**config.mk**
```make
export PLATFORM = sky130hd
export DESIGN_NAME = robo_motion_sequencer
export DESIGN_NICKNAME = d
export VERILOG_FILES = /design/src/rtl/robo_motion_sequencer.sv
export SDC_FILE = /design/constraint.sdc
export NUM_CORES = 1
export LEC_CHECK = 0
export CORE_ASPECT_RATIO = 1.75
export CORE_MARGIN = 2
export CORE_UTILIZATION = 32
export CTS_BUF_LIST = sky130_fd_sc_hd__clkbuf_2
export CTS_CLUSTER_DIAMETER = 60
export CTS_CLUSTER_SIZE = 28
export DETAILED_ROUTE_END_ITERATION = 8
export GPL_TIMING_DRIVEN = 0
export SLEW_MARGIN = 40
export SYNTH_ARGS = -nofsm -noshare
export SYNTH_HDL_FRONTEND = slang
export SYNTH_SLANG_ARGS = --single-unit
export TNS_END_PERCENT = 10
```
**constraint.sdc**
```tcl
create_clock -name clk_i -period 2.6 [get_ports clk_i]
set_input_delay 0.78 -clock clk_i [delete_from_list [all_inputs] [get_ports clk_i]]
set_output_delay 0.78 -clock clk_i [all_outputs]
set_load 0.02 [all_outputs]
```
**src/rtl/robo_motion_sequencer.sv**
```systemverilog
// Motion sequencer for the wall-following decision core: sensor debounce, decide strobe,
// timed motor drive windows, fault latch and completed-move counter.
module robo_motion_sequencer #(
    parameter int unsigned DebCycles  = 4,
    parameter int unsigned AdvCycles  = 16,
    parameter int unsigned TurnCycles = 32,
    parameter int unsigned CntW       = 8
) (
    input  logic            clk_i,
    input  logic            rst_ni,
    input  logic            enable_i,
    input  logic            head_raw_i,
    input  logic            left_raw_i,
    input  logic            avancar_i,
    input  logic            girar_i,
    output logic            head_o,
    output logic            left_o,
    output logic            decide_o,
    output logic [1:0]      motor_l_o,
    output logic [1:0]      motor_r_o,
    output logic            busy_o,
    output logic            fault_o,
    output logic [CntW-1:0] moves_o
);

    localparam int unsigned DebW = $clog2(DebCycles + 1);

    localparam logic [1:0] MotStop = 2'b00;
    localparam logic [1:0] MotFwd  = 2'b01;
    localparam logic [1:0] MotRev  = 2'b10;

    typedef enum logic [2:0] {
        StIdle,
        StSettle,
        StDecide,
        StCapture,
        StAdvance,
        StTurn,
        StFault
    } state_e;

    state_e            state_q;
    logic [1:0]        raw_sens;
    logic [1:0]        filt_q;
    logic [DebW-1:0]   deb_cnt_q [2];
    logic              pending;
    logic [CntW-1:0]   dur_q;
    logic [CntW-1:0]   moves_q;
    logic [1:0]        motor_l_q, motor_r_q;
    logic              decide_q, busy_q, fault_q;

    assign raw_sens = {left_raw_i, head_raw_i};
    assign pending  = (deb_cnt_q[0] != '0) || (deb_cnt_q[1] != '0);

    // Index 0 is the head sensor, index 1 the left sensor.
    always_ff @(posedge clk_i or negedge rst_ni) begin
        if (!rst_ni) begin
            filt_q       <= '0;
            deb_cnt_q[0] <= '0;
            deb_cnt_q[1] <= '0;
        end else begin
            for (int i = 0; i < 2; i++) begin
                if (raw_sens[i] == filt_q[i]) begin
                    deb_cnt_q[i] <= '0;
                end else if (deb_cnt_q[i] == DebW'(DebCycles - 1)) begin
                    filt_q[i]    <= ~filt_q[i];
                    deb_cnt_q[i] <= '0;
                end else begin
                    deb_cnt_q[i] <= deb_cnt_q[i] + DebW'(1);
                end
            end
        end
    end

    always_ff @(posedge clk_i or negedge rst_ni) begin
        if (!rst_ni) begin
            state_q   <= StIdle;
            dur_q     <= '0;
            moves_q   <= '0;
            motor_l_q <= MotStop;
            motor_r_q <= MotStop;
            decide_q  <= 1'b0;
            busy_q    <= 1'b0;
            fault_q   <= 1'b0;
        end else begin
            decide_q <= 1'b0;
            // Dropping enable aborts everything except a latched fault; an aborted move is not counted.
            if (!enable_i && state_q != StFault) begin
                state_q   <= StIdle;
                motor_l_q <= MotStop;
                motor_r_q <= MotStop;
                busy_q    <= 1'b0;
            end else begin
                case (state_q)
                    StIdle: begin
                        state_q <= StSettle;
                        busy_q  <= 1'b1;
                    end
                    StSettle: begin
                        if (!pending) begin
                            state_q  <= StDecide;
                            decide_q <= 1'b1;
                        end
                    end
                    StDecide: state_q <= StCapture;
                    StCapture: begin
                        case ({avancar_i, girar_i})
                            2'b10: begin
                                state_q   <= StAdvance;
                                dur_q     <= CntW'(AdvCycles);
                                motor_l_q <= MotFwd;
                                motor_r_q <= MotFwd;
                            end
                            2'b01: begin
                                state_q   <= StTurn;
                                dur_q     <= CntW'(TurnCycles);
                                motor_l_q <= MotFwd;
                                motor_r_q <= MotRev;
                            end
                            default: begin
                                state_q <= StFault;
                                fault_q <= 1'b1;
                                busy_q  <= 1'b0;
                            end
                        endcase
                    end
                    StAdvance, StTurn: begin
                        if (dur_q == CntW'(1)) begin
                            state_q   <= StSettle;
                            motor_l_q <= MotStop;
                            motor_r_q <= MotStop;
                            moves_q   <= moves_q + CntW'(1);
                        end else begin
                            dur_q <= dur_q - CntW'(1);
                        end
                    end
                    StFault: begin
                        if (!enable_i) begin
                            state_q <= StIdle;
                            fault_q <= 1'b0;
                        end
                    end
                    default: state_q <= StIdle;
                endcase
            end
        end
    end

    assign head_o    = filt_q[0];
    assign left_o    = filt_q[1];
    assign decide_o  = decide_q;
    assign motor_l_o = motor_l_q;
    assign motor_r_o = motor_r_q;
    assign busy_o    = busy_q;
    assign fault_o   = fault_q;
    assign moves_o   = moves_q;

endmodule

```
==> reports/results.txt, run 1 <==
total number of vias -> 1,328
Final Max Tran Viols -> 0
R2R Path Start -> dur_q[1]$_DFFE_PN0P_
Fin. Hold Viols -> 0
Post-Synth Adder-Cell Area -> 6.33%
Clock Tree Buf Depth -> 2
sequential fraction of the synthesis area -> 46.4%
area post-placement -> 0.00211 mm2
Final WS setup -> 0.317 ns
I/O Pins -> 24
layout cells sized above 1 -> 13.1%
clock skew -> 0.0169 ns
post-CTS sizing -> 0
ys flop type -> dfrtp_1
slowest stage delay, CP -> 0.64 ns
port bufs -> 22
CP startpoint kind -> register
Sink Count -> 33
Slowest-stage cell, CP -> clkdlybuf4s50_1
CTS H-tree lvls -> 2
Required @ worst endpoint -> 1.82 ns
remaining global-route overflow -> 0
Final HPWL DP -> 2.69 mm
status -> completed
Synth Area in Simple Gates -> 22.4%
Initial Util -> 33.6%
final period utilization -> 87.8%
WP depth -> 1
via count of the first global-routing pass -> 1,282
die height -> 103 um
Avg Inst Size Synth -> 10.5 um2
Vias/cell -> 4.86
synth unique cells -> 52
WL final -> 3.49 mm
worst setup path startpoint -> moves_o[0]$_DFFE_PN0P_
Crit Path Max Fanout -> 6
Final Power -> 1.48 mW
Starting DRT DRC Count -> 28
Post-synth ARST share -> 100%
largest net degree at the start of global routing -> 19
leakage power total -> 0.938 nW
Clock Latency Late Sink -> 0.37 ns
min cycle time layout -> 2.28 ns
R2R depth -> 7
chip width -> 60.3 um
initial antenna violation count -> 0
CP cell instances -> clkdlybuf4s50_1
flop2flop setup slack -> 0.60 ns
CTS clk-pin slew, worst paths -> 0.17 ns
DIE AREA -> 0.00619 mm2
TritonRoute pass-1 iters -> 4
Yosys Warn Count -> 0
maximum vdd drop -> 308 uV
Crit path max-delay family -> buffers and inverters
Worst Hold Margin -> 0.309 ns
WP buf/inv -> 1
capture point of the worst path -> moves_o[0]
TritonCTS buffer count -> 5
Synth Instances -> 169
max cap viols -> 0
Setup Buffers After CTS -> 0
mux share of post-synthesis cell area -> 2.67%
type of the worst min-delay path -> primary input to async pin
routability cong. -> 0.760
cell area after layout -> 0.00215 mm2
CTS tree -> yes
Root Driver -> clkbuf_2
antenna diode count -> 0
Post-Syn Area -> 0.00178 mm2
GRT Resource Usage Total -> 12.6%
crit end category -> primary output
cell total after placement -> 266
RSZ-0062 raised after global routing -> no
Row Count -> 35
Final Non-Filler Cells -> 273
type of the worst setup path -> register to primary output
Detail Route Antenna Nets -> 0
largest family of logic cells by synthesized area -> simple AND/OR/NAND/NOR gates
Remaining DRCs -> 0
first-pass GRT wire length -> 5.80 mm
#FFs+latches synth -> 33
WP data arrival -> 1.50 ns
Place WS -> -0.0198 ns
post-synth net total -> 185
PwrDens -> 689 mW/mm2
Compound-Gate Fraction of Synth Area -> 11.5%
Routed WL per cell -> 12.8 um
fmax -> 438 MHz
RR Endpoint -> dur_q[4]$_DFFE_PN0P_
Post-Synth XOR/XNOR Area -> 5.42%
Post-synth EDFFs -> 0
Setup-failing EPs final -> 0
layout net count -> 215
cts hold-fix bufs -> 0
core box area -> 0.00530 mm2
Synth-to-Final Area Change -> 20.8%
[placed cells by master (no fill, tap or decap), drive strengths merged, types with 2 or more instances in the layout]
master / n
nor2b: 4
clkdlybuf4s50: 21
mux2: 3
or3: 3
and2: 4
o21a: 2
o21ai: 9
nor4: 4
buf: 9
dfrtp: 33
o211ai: 5
a31oi: 2
a21oi: 3
nand2b: 2
xnor2: 9
nand3: 8
ha: 9
nand4: 4
xor2: 2
nor2: 9
clkbuf: 7
nor3b: 4
nand2: 9
inv: 9
nor3: 6
[how the worst min path moves through the flow]
stage                           startpoint                     end  slack, ns
floorplan           deb_cnt_q[0]$_DFF_PN0_  deb_cnt_q[0]$_DFF_PN0_       0.44
global placement    moves_o[7]$_DFFE_PN0P_  moves_o[7]$_DFFE_PN0P_       0.46
detailed placement  moves_o[7]$_DFFE_PN0P_  moves_o[7]$_DFFE_PN0P_       0.47
CTS                                 rst_ni     fault_o$_DFFE_PN0P_       0.32
global route                        rst_ni     fault_o$_DFFE_PN0P_       0.32
finish                              rst_ni  moves_o[0]$_DFFE_PN0P_       0.31
[layer usage]
metal | vias up | wire (um) | track usage (%)
met5 | - | 0 | 0
met4 | 0 | 80 | 6.15
met3 | 5 | 88 | 2.63
met2 | 22 | 1900 | 22.7
met1 | 643 | 1420 | 13.6
li1 | 658 | - | -
[Yosys cell counts (3+ instances only)]
| master | instances | area, um2 |
|---|---|---|
| nor3_1 | 5 | 25.0 |
| ha_1 | 9 | 113 |
| and2_1 | 4 | 25.0 |
| o21ai_0 | 7 | 35.0 |
| a21oi_1 | 3 | 15.0 |
| nand4_1 | 4 | 25.0 |
| nor3b_1 | 4 | 30.0 |
| o211ai_1 | 4 | 30.0 |
| nor2b_1 | 3 | 18.8 |
| buf_2 | 3 | 15.0 |
| nand2_1 | 9 | 33.8 |
| xnor2_1 | 9 | 78.8 |
| nor2_1 | 9 | 33.8 |
| inv_1 | 9 | 33.8 |
| nor4_1 | 3 | 18.8 |
| nand3_1 | 8 | 40.0 |
| dfrtp_1 | 33 | 826 |
[where the power goes]
part	total [mW]	switching [mW]	internal [mW]	leakage [nW]
clock	0.232	0.169	0.0628	0.0265
combinational	0.531	0.277	0.254	0.479
sequential	0.717	0.0995	0.617	0.432
[registers in the layout, indices dropped and copies added (netlist names)]
name       cells
busy_o         1
deb_cnt_q      6
decide_o       1
dur_q          8
fault_o        1
filt_q         2
motor_l_o      1
motor_r_o      2
moves_o        8
state_q        3
[through the flow]
step / utilization (%) / setup TNS, ns
final: 40.5 / 0
after floorplan: - / 0
after CTS: 40.5 / 0
after detailed placement: 39.9 / -0.0198
after global routing: 40.5 / 0
after global placement: 39.5 / -2.23
[layout make-up]
class | count | area [um2]
buffer | 8 | 56.3
clock buffer | 6 | 30.0
clock inverter | 1 | 3.75
fill | 526 | 3150
inverter | 9 | 33.8
multi-input combinational | 119 | 862
sequential | 33 | 826
tap | 74 | 92.6
timing repair buffer | 23 | 243
[cell families (layout without fill, tap and decap cells)]
group	Yosys count	after routing
xor gates and xnor gates	11	11
adders and majority gates	9	9
other	1	1
and+or+nand+nor	65	65
buffers and inverters	17	47
muxes	4	4
DFF	33	33
AOI/OAI and AO/OA	29	29
[worst register-to-register path, cell delays in order (launching register included)]
cell and delay, ns:
dfrtp_1 0.44, inv_1 0.09, ha_1 0.15, or4b_4 0.52, o211ai_2 0.25, buf_6 0.18, and2_1 0.16, o211ai_1 0.09
Power figures use the tool's default switching activity.
==> run 2, diff against run 1 <==
--- a/config.mk
+++ b/config.mk
@@ -7,12 +7,13 @@
 export LEC_CHECK = 0
 export CORE_ASPECT_RATIO = 1.75
 export CORE_MARGIN = 2
-export CORE_UTILIZATION = 32
+export CORE_UTILIZATION = 44
 export CTS_BUF_LIST = sky130_fd_sc_hd__clkbuf_2
 export CTS_CLUSTER_DIAMETER = 60
 export CTS_CLUSTER_SIZE = 28
 export DETAILED_ROUTE_END_ITERATION = 8
 export GPL_TIMING_DRIVEN = 0
+export PLACE_DENSITY = 0.66
 export SLEW_MARGIN = 40
 export SYNTH_ARGS = -nofsm -noshare
 export SYNTH_HDL_FRONTEND = slang
==> reports/results.txt, run 2 (same netlist as run 1, synthesis figures left out) <==
clock skew -> 0.00766 ns (-0.00927 ns)
layout net count -> 215 (unchanged)
die height -> 88.1 um (-14%)
final period utilization -> 87.6% (-0.21 points)
CTS H-tree lvls -> 2 (unchanged)
Clk network pwr share -> 16.0% (+0.3 points)
Starting DRT DRC Count -> 38 (+36%)
FF/Latch Area -> 826 um2 (unchanged)
CTS tree -> yes
I/O Pins -> 24 (unchanged)
most frequent cells in the layout -> dfrtp_1 (33), clkdlybuf4s50_1 (21)
Remaining DRCs -> 0 (unchanged)
Root Driver -> clkbuf_2
Pint -> 0.940 mW (+0.61%)
RSZ-0062 raised after global routing -> no
min cycle time layout -> 2.28 ns (-0.00552 ns)
worst setup path startpoint -> avancar_i
flop2flop setup slack -> 0.62 ns (+0.02 ns)
Clock Tree Buf Depth -> 2 (unchanged)
Place WS -> -0.0458 ns (-0.0259 ns)
initial antenna violation count -> 0 (unchanged)
type of the worst setup path -> primary input to register
Row Count -> 30 (-14%)
Sw Ratio -> 37.1% (+0.24 points)
Sink Count -> 33 (unchanged)
P_sw -> 0.554 mW (+1.7%)
Vias/cell -> 5.44 (+12%)
capture point of the worst path -> dur_q[4]$_DFFE_PN0P_
PwrDens -> 709 mW/mm2 (+2.9%)
Detail Route Antenna Nets -> 0 (unchanged)
R2R Path Start -> dur_q[1]$_DFFE_PN0P_
Crit Path Max Fanout -> 9 (+3)
RR Endpoint -> dur_q[4]$_DFFE_PN0P_
CP startpoint kind -> primary input
largest net degree at the start of global routing -> 20 (+1)
Initial Util -> 46.0% (+12 points)
TritonCTS buffer count -> 5 (unchanged)
area post-placement -> 0.00207 mm2 (-2.1%)
filler instances -> 352 (-33%)
R2R depth -> 7 (unchanged)
Required @ worst endpoint -> 2.89 ns (+1.07 ns)
core box area -> 0.00387 mm2 (-27%)
layout cells sized above 1 -> 14.0% (+0.93 points)
Routed WL per cell -> 14.3 um (+12%)
antenna diode count -> 0 (unchanged)
routability cong. -> 0.856 (+13%)
Fin. Hold Viols -> 0 (unchanged)
GRT Resource Usage Total -> 17.1% (+4.5 points)
Final WS setup -> 0.323 ns (+0.00552 ns)
WL final -> 3.56 mm (+2.0%)
leakage power total -> 0.939 nW (+0.11%)
sequential power share -> 48.0% (-0.4 points)
Setup Buffers After CTS -> 0 (unchanged)
Least-Margin Pin Slew -> 0.497 ns
port bufs -> 22 (unchanged)
remaining global-route overflow -> 0 (unchanged)
post-CTS sizing -> 0 (unchanged)
cell area after layout -> 0.00211 mm2 (-1.8%)
Setup-failing EPs final -> 0 (unchanged)
Clock Latency Late Sink -> 0.36 ns (about the same)
max cap viols -> 0 (unchanged)
type of the worst min-delay path -> primary input to async pin
worst rel slew slack -> 66.5%
total number of vias -> 1,350 (+1.7%)
crit end category -> register
fmax -> 439 MHz (+0.24%)
area of the multi-input gates -> 862 um2 (unchanged)
DIE AREA -> 0.00459 mm2 (-26%)
Fin Setup TNS -> 0 ns (unchanged)
Comb pwr share -> 36.1% (+0.2 points)
Final HPWL DP -> 2.73 mm (+1.7%)
Final Max Tran Viols -> 0 (unchanged)
chip width -> 52.1 um (-14%)
WP data arrival -> 2.56 ns (+1.06 ns)
commonest non-fill, non-tap cell in the layout -> dfrtp_1
cts hold-fix bufs -> 0 (unchanged)
CTS clk-pin slew, worst paths -> 0.17 ns (about the same)
status -> completed
Synth-to-Final Area Change -> 18.6%
maximum vdd drop -> 379 uV (+23%)
TritonRoute pass-1 iters -> 4 (unchanged)
via count of the first global-routing pass -> 1,348 (+5.1%)
first-pass GRT wire length -> 5.92 mm (+2.0%)
==> run 2: worst min-delay path by stage <==
| stage | startpoint | to | slack (ns) | cells past startpoint |
|---|---|---|---|---|
| 3_3_place_gp | deb_cnt_q[0]$_DFF_PN0_ | deb_cnt_q[0]$_DFF_PN0_ | 0.45 | 1 |
| 6_report | rst_ni | deb_cnt_q[0]$_DFF_PN0_ | 0.34 | 1 |
| 3_5_place_dp | deb_cnt_q[3]$_DFF_PN0_ | deb_cnt_q[3]$_DFF_PN0_ | 0.47 | 1 |
| 4_1_cts | rst_ni | deb_cnt_q[2]$_DFF_PN0_ | 0.33 | 1 |
| 2_1_floorplan | deb_cnt_q[0]$_DFF_PN0_ | deb_cnt_q[0]$_DFF_PN0_ | 0.44 | 1 |
| 5_1_grt | rst_ni | deb_cnt_q[2]$_DFF_PN0_ | 0.34 | 1 |
==> run 2: cell type report <==
class                           count  share of cell area [%]
Clock buffer                        6                    1.42
Inverter                            9                    1.60
Multi-Input combinational cell    119                    40.9
Clock inverter                      2                   0.475
Sequential cell                    33                    39.2
Tap cell                           48                    2.85
Buffer                              8                    2.67
Timing Repair Buffer               23                    10.9
==> run 2: per-stage QoR <==
stage	hold slack (ns)	total power, mW	std cells	utilization [%]
finish	0.345	1.49	248	54.5
global route	0.336	1.60	248	54.5
CTS	0.327	1.51	248	54.5
detailed placement	0.469	1.27	240	53.5
global placement	0.453	1.24	239	53.2
floorplan	0.442	1.09	169	-
==> run 2: worst max-delay path, stage by stage <==
cell             delay [ns]
clkdlybuf4s50_1        0.50
inv_1                  0.06
ha_1                   0.35
or3b_1                 0.36
buf_2                  0.18
and2_1                 0.17
o211ai_1               0.16
==> run 2: layer usage <==
metal | share of wire, % | routed length [um] | track usage [%]
met5 | 0 | 0 | 0
met4 | 1.1 | 40 | 6.70
met3 | 3.6 | 128 | 3.58
met2 | 54 | 1910 | 31.4
met1 | 41 | 1480 | 18.6
==> run 2: power groups by stage <==
stage	registers (mW)	clock network [mW]	logic, mW
finish	0.717	0.239	0.539
global route	0.737	0.266	0.596
CTS	0.717	0.252	0.544
detailed placement	0.726	0	0.542
global placement	0.720	0	0.519
floorplan	0.738	0	0.351
==> run 3, diff against run 2 <==
--- a/config.mk
+++ b/config.mk
@@ -10,7 +10,7 @@
 export CORE_UTILIZATION = 44
 export CTS_BUF_LIST = sky130_fd_sc_hd__clkbuf_2
 export CTS_CLUSTER_DIAMETER = 60
-export CTS_CLUSTER_SIZE = 28
+export CTS_CLUSTER_SIZE = 30
 export DETAILED_ROUTE_END_ITERATION = 8
 export GPL_TIMING_DRIVEN = 0
 export PLACE_DENSITY = 0.66
==> results of run 3 <==
Final layout, timing and power as in run 2 (identical DEF).
